[config.mk]
export PLATFORM = sky130hd
export DESIGN_NAME = wb_conbus_n
export DESIGN_NICKNAME = d
export VERILOG_FILES = /design/src/rtl/wb_conbus_n.sv
export SDC_FILE = /design/constraint.sdc
export NUM_CORES = 1
export LEC_CHECK = 0
export BUFFER_PORTS_ARGS = -buffer_cell sky130_fd_sc_hd__buf_2
export CAP_MARGIN = 10
export CORE_AREA = 2 2 341 343
export CTS_CLUSTER_DIAMETER = 50
export DETAILED_ROUTE_END_ITERATION = 6
export DIE_AREA = 0 0 343 345
export PLACE_DENSITY = 0.3
export SYNTH_ARGS = -nofsm -noshare
export SYNTH_HDL_FRONTEND = slang
export SYNTH_SLANG_ARGS = --single-unit
[constraint.sdc]
create_clock -name sys_clk -period 4.3 [get_ports sys_clk]
set_clock_uncertainty 0.15 [all_clocks]
set_input_delay 0.645 -clock sys_clk [delete_from_list [all_inputs] [get_ports sys_clk]]
set_output_delay 0.645 -clock sys_clk [all_outputs]
set_load 0.01 [all_outputs]
[src/rtl/wb_conbus_n.sv]
// Wishbone shared-bus interconnect: N masters, M slaves, registered round-robin
// arbiter, MSB address decode, and bus-error generation for unmapped/timeout.
module wb_conbus_n #(
  parameter int                        N_M        = 6,
  parameter int                        N_S        = 9,
  parameter int                        DW         = 32,
  parameter int                        AW         = 32,
  parameter int                        S_ADDR_W   = 4,
  parameter logic [N_S*S_ADDR_W-1:0]   S_ADDR_MAP = 36'h876543210,
  parameter int                        TIMEOUT    = 255
) (
  input  logic                  sys_clk,
  input  logic                  sys_rst,
  input  logic [N_M*DW-1:0]     m_dat_i,
  output logic [DW-1:0]         m_dat_o,
  input  logic [N_M*AW-1:0]     m_adr_i,
  input  logic [N_M*3-1:0]      m_cti_i,
  input  logic [N_M*DW/8-1:0]   m_sel_i,
  input  logic [N_M-1:0]        m_we_i,
  input  logic [N_M-1:0]        m_cyc_i,
  input  logic [N_M-1:0]        m_stb_i,
  output logic [N_M-1:0]        m_ack_o,
  output logic [N_M-1:0]        m_err_o,
  input  logic [N_S*DW-1:0]     s_dat_i,
  output logic [DW-1:0]         s_dat_o,
  output logic [AW-1:0]         s_adr_o,
  output logic [2:0]            s_cti_o,
  output logic [DW/8-1:0]       s_sel_o,
  output logic                  s_we_o,
  output logic [N_S-1:0]        s_cyc_o,
  output logic [N_S-1:0]        s_stb_o,
  input  logic [N_S-1:0]        s_ack_i
);
  localparam int SW = DW / 8;
  localparam int PW = (N_M > 1) ? $clog2(N_M) : 1;
  localparam int CW = (TIMEOUT > 1) ? $clog2(TIMEOUT) : 1;

  typedef enum logic [1:0] {E_IDLE, E_WAIT, E_ERR} err_e;

  logic [N_M-1:0] r_gnt, w_gnt_n;
  logic [PW-1:0]  r_ptr, w_ptr_n, w_idx;
  logic           w_found;
  err_e           r_st, w_st_n;
  logic [CW-1:0]  r_cnt, w_cnt_n;

  logic           w_gcyc, w_gstb, w_hit, w_sack, w_we;
  logic [N_S-1:0] w_sel;
  logic [AW-1:0]  w_adr;
  logic [DW-1:0]  w_dat, w_rdat;
  logic [2:0]     w_cti;
  logic [SW-1:0]  w_bsel;

  // Grant is one-hot, so OR-ing the masked master buses is a clean mux.
  always_comb begin
    w_adr  = '0;
    w_dat  = '0;
    w_cti  = '0;
    w_bsel = '0;
    w_we   = 1'b0;
    for (int k = 0; k < N_M; k++) begin
      if (r_gnt[k]) begin
        w_adr  = w_adr  | m_adr_i[k*AW +: AW];
        w_dat  = w_dat  | m_dat_i[k*DW +: DW];
        w_cti  = w_cti  | m_cti_i[k*3 +: 3];
        w_bsel = w_bsel | m_sel_i[k*SW +: SW];
        w_we   = w_we   | m_we_i[k];
      end
    end
  end

  assign w_gcyc = |(r_gnt & m_cyc_i);
  assign w_gstb = |(r_gnt & m_stb_i);

  // Re-arbitrate only when nobody holds the bus, which locks bursts and RMW.
  always_comb begin
    w_gnt_n = r_gnt;
    w_ptr_n = r_ptr;
    w_found = 1'b0;
    w_idx   = '0;
    if (!w_gcyc) begin
      w_gnt_n = '0;
      for (int i = 1; i <= N_M; i++) begin
        w_idx = PW'((int'(r_ptr) + i) % N_M);
        if (!w_found && m_cyc_i[w_idx]) begin
          w_found          = 1'b1;
          w_gnt_n          = '0;
          w_gnt_n[w_idx]   = 1'b1;
          w_ptr_n          = w_idx;
        end
      end
    end
  end

  always_ff @(posedge sys_clk) begin
    if (sys_rst) begin
      r_gnt <= '0;
      r_ptr <= PW'(N_M - 1);
    end else begin
      r_gnt <= w_gnt_n;
      r_ptr <= w_ptr_n;
    end
  end

  always_comb begin
    w_sel = '0;
    w_hit = 1'b0;
    for (int k = 0; k < N_S; k++) begin
      if (!w_hit && w_adr[AW-1 -: S_ADDR_W] == S_ADDR_MAP[k*S_ADDR_W +: S_ADDR_W]) begin
        w_sel[k] = 1'b1;
        w_hit    = 1'b1;
      end
    end
  end

  always_comb begin
    w_rdat = '0;
    for (int k = 0; k < N_S; k++)
      if (w_sel[k]) w_rdat = w_rdat | s_dat_i[k*DW +: DW];
  end

  assign w_sack = |(s_ack_i & w_sel);

  // Losing the grant or the strobe abandons the wait without raising an error.
  always_comb begin
    w_st_n  = r_st;
    w_cnt_n = r_cnt;
    case (r_st)
      E_IDLE: begin
        if (w_gcyc && w_gstb && !w_sack) begin
          w_st_n  = w_hit ? E_WAIT : E_ERR;
          w_cnt_n = '0;
        end
      end
      E_WAIT: begin
        if (!w_gcyc || !w_gstb || w_sack) begin
          w_st_n  = E_IDLE;
          w_cnt_n = '0;
        end else if (TIMEOUT != 0 && r_cnt == CW'(TIMEOUT - 1)) begin
          w_st_n  = E_ERR;
          w_cnt_n = '0;
        end else if (TIMEOUT != 0) begin
          w_cnt_n = r_cnt + 1'b1;
        end
      end
      default: begin
        w_st_n  = E_IDLE;
        w_cnt_n = '0;
      end
    endcase
  end

  always_ff @(posedge sys_clk) begin
    if (sys_rst) begin
      r_st  <= E_IDLE;
      r_cnt <= '0;
    end else begin
      r_st  <= w_st_n;
      r_cnt <= w_cnt_n;
    end
  end

  assign s_adr_o = w_adr;
  assign s_dat_o = w_dat;
  assign s_cti_o = w_cti;
  assign s_sel_o = w_bsel;
  assign s_we_o  = w_we;
  assign s_cyc_o = {N_S{w_gcyc}} & w_sel;
  assign s_stb_o = {N_S{w_gcyc & w_gstb & (r_st != E_ERR)}} & w_sel;
  assign m_dat_o = w_rdat;
  assign m_ack_o = {N_M{w_sack}} & r_gnt;
  assign m_err_o = {N_M{(r_st == E_ERR) & ~w_sack}} & r_gnt;
endmodule

==> flow_summary.ini <==
[job]
drv_cap = 0

[global_routing]
antenna_found_initial = 70
overflow = 0
grt_max_degree = 73
grt_usage_pct = 15.4
grt_pass1_wl_um = 122000
grt_pass1_vias = 12700

[synth]
post-synth-top-area-cell = a22oi_1
yosysMostFrequentCell = a22oi_1
ys.warnings.count = 0
syn_nets = 1797
ys_ff_latch = 19
syn_inst = 1039
synth_area_leaders = a22oi_1 (28%), nand3_1 (8.0%), mux2i_1 (7.4%)
synth_top_area_share_pct = 27.8
avgSynthCellArea_um2 = 6.51
ys_async_sr_fraction_pct = 0
seq_area_frac_synth_pct = 5.63
synth_edf_count = 0
synth.distinct_cells = 70
syn_area_mm2 = 0.00676
yosys-top-cells-count = a22oi_1 (250), nand2_1 (128), nand3_1 (108)
ys.flop_type = dfxtp_1

[pwr]
power_leakage_nw = 6.17
powerDensity_mw_per_mm2 = 673
power.internal_mw = 3.18
seqPwrFrac_pct = 3.7
clockPowerShare_pct = 2.3
comb_power_share_pct = 94.0
peakVddDrop_mv = 0.171
sw_frac_of_total_pct = 64.7
switchingPower_mw = 5.83

[critical_path]
cp_data_required_time_ns = 3.50
cp_slowest_stage_delay_ns = 0.80
cp_data_arrival_time_ns = 3.42
worstPathCellList = a22oi_1, and3_2, inv_2, and3_2, a222oi_1, nand3_1, buf_2
r2r_end = r_ptr[1]
endpoint_kind = primary output
reg2reg_depth = 11
crit_type = register to primary output
worstReg2RegStart = r_ptr[1]
worstPathMaxFanout = 24
crit_end = m_dat_o[30]
critPathTopFamily = simple AND/OR/NAND/NOR gates
critPathLaunchType = register
worstSetupStartpoint = r_gnt[5]
rrSetupSlack_ns = 0.49
cp.depth = 7
cp_slowest_cell = a222oi_1
path_buf_inv = 2
critPathMostFrequentCell = and3_2

[placed_design]
io_buffers = 876
dp_hpwl_um = 86400
gp_congestion = 0.911

[routing]
drt_iter0_drc = 902
via_per_inst = 3.78
dr_wl_met3_um = 8530
topRoutingLayerUsed = met5
wl_met1_um = 36600
drc = 0
vias = 12900
first_pass_iters = 6
routed_wl_um = 96700
route.met2.wl_um = 49200
ant_nets = 0
wl_per_cell_um = 28.3

[sta]
tns_ns = 0
drv_slew = 0
worst_hold_slack_ns = 0.348
hold_viol_final = 0
period_share_pct = 98.0
fmax_mhz = 237
relSlewSlack_pct = 33.5
setup_viol = 0
tightest_slew_ns = 0.998
min_period_ns = 4.22
rsz0062_at_grt = no

[final_layout]
syn_to_final_growth_pct = 97.9
drive_gt1_share_pct = 52.9
fin_nets = 2641

[floorplanning]
initial_utilization_pct = 5.87
core_mm2 = 0.115
die_w_um = 343
fp.dieArea_mm2 = 0.118
floorplan.rows = 125
die-height_um = 345
io_pins = 877

[clock_network]
cts_setup_buffers = 0
postCtsHoldBufs = 0
h-tree-depth = 1
cts_root_buffer = clkbuf_16
cts_tree = built
clock_sinks = 19
cts_max_path_buffers = 2
clk_latency_ns = 0.26
cts_resized = 0
numCtsBuffers = 3
clk_pin_slew_ns = 0.06

[run_status]
status = completed

[min_path]
holdCritPathClass = register to register
logic make-up (layout without fill, tap and decap cells):
family                     after synthesis  in the layout  share of synthesized area (%)
AOI/OAI and AO/OA                      435            435                           47.6
xor gates and xnor gates                 5              5                          0.925
adders and majority gates               15             15                           2.78
other                                    0             14                              0
DFF                                     19             19                           5.63
buffers and inverters                  121            964                           7.12
and+or+nand+nor                        389            389                           27.7
muxes                                   55             55                           8.29
tightest hold or removal path, stage by stage (launching register included):
cell,delay [ns]
dfxtp_1,0.33
nand2_1,0.06
a21oi_1,0.05
metal layers:
metal / GRT usage, % / vias to the layer above
met5: 0 / -
li1: - / 5841
met1: 17.7 / 6168
met2: 28.1 / 715
met4: 2.85 / 46
met3: 4.38 / 142
cell type report:
class	count	area, um2
Clock inverter	1	5.00
Clock buffer	3	75.1
Timing Repair Buffer	942	4930
Antenna cell	14	35.0
Inverter	18	67.6
Multi-Input combinational cell	899	5960
Tap cell	1524	1910
Fill cell	13700	102000
Sequential cell	19	403
worst min path at each step:
stage	start	end	slack [ns]	cells after the start
4_1_cts	r_cnt[7]	r_cnt[7]	0.35	2
5_1_grt	r_cnt[3]	r_cnt[3]	0.40	2
3_5_place_dp	r_cnt[7]	r_cnt[7]	0.34	2
6_report	r_cnt[7]	r_cnt[7]	0.35	2
3_3_place_gp	r_cnt[7]	r_cnt[7]	0.33	2
2_1_floorplan	r_cnt[7]	r_cnt[7]	0.31	2
stage by stage:
step / cells / total power, mW / worst slack, ns / util (%) / cell area (um2)
2_1_floorplan: 1039 / 4.39 / 0.444 / - / 6760
3_3_place_gp: 3402 / 9.13 / 0.110 / 11.5 / 13300
3_5_place_dp: 3402 / 9.09 / 0.108 / 11.5 / 13300
4_1_cts: 3406 / 9.32 / 0.0606 / 11.6 / 13300
5_1_grt: 3413 / 9.76 / 0.0103 / 11.6 / 13400
6_report: 3420 / 9.01 / 0.0846 / 11.6 / 13400
cell usage in the layout, fill, tap and decap left out, drive strengths merged, types with 13 or more instances in the layout:
cell / count
nand3: 109
a221oi: 13
ha: 15
and2: 13
a22oi: 250
mux2i: 50
inv: 18
buf: 942
dfxtp: 19
nand2: 128
a222oi: 20
and3: 13
nand4: 17
o21ai: 56
nor2: 55
nor3: 21
diode: 14
a21oi: 23
sequential cells by signal (all words and copies together), names as in the netlist:
name / count
r_cnt: 8
r_gnt: 6
r_ptr: 3
r_st: 2
power groups by stage:
stage | Clock, mW | Sequential (mW) | Combinational [mW]
after global placement | 0 | 0.342 | 8.79
after global routing | 0.224 | 0.341 | 9.20
after floorplan | 0 | 0.247 | 4.15
after detailed placement | 0 | 0.343 | 8.74
after CTS | 0.215 | 0.340 | 8.76
final | 0.208 | 0.337 | 8.46
Note: power is estimated with default switching activity, not from simulation.
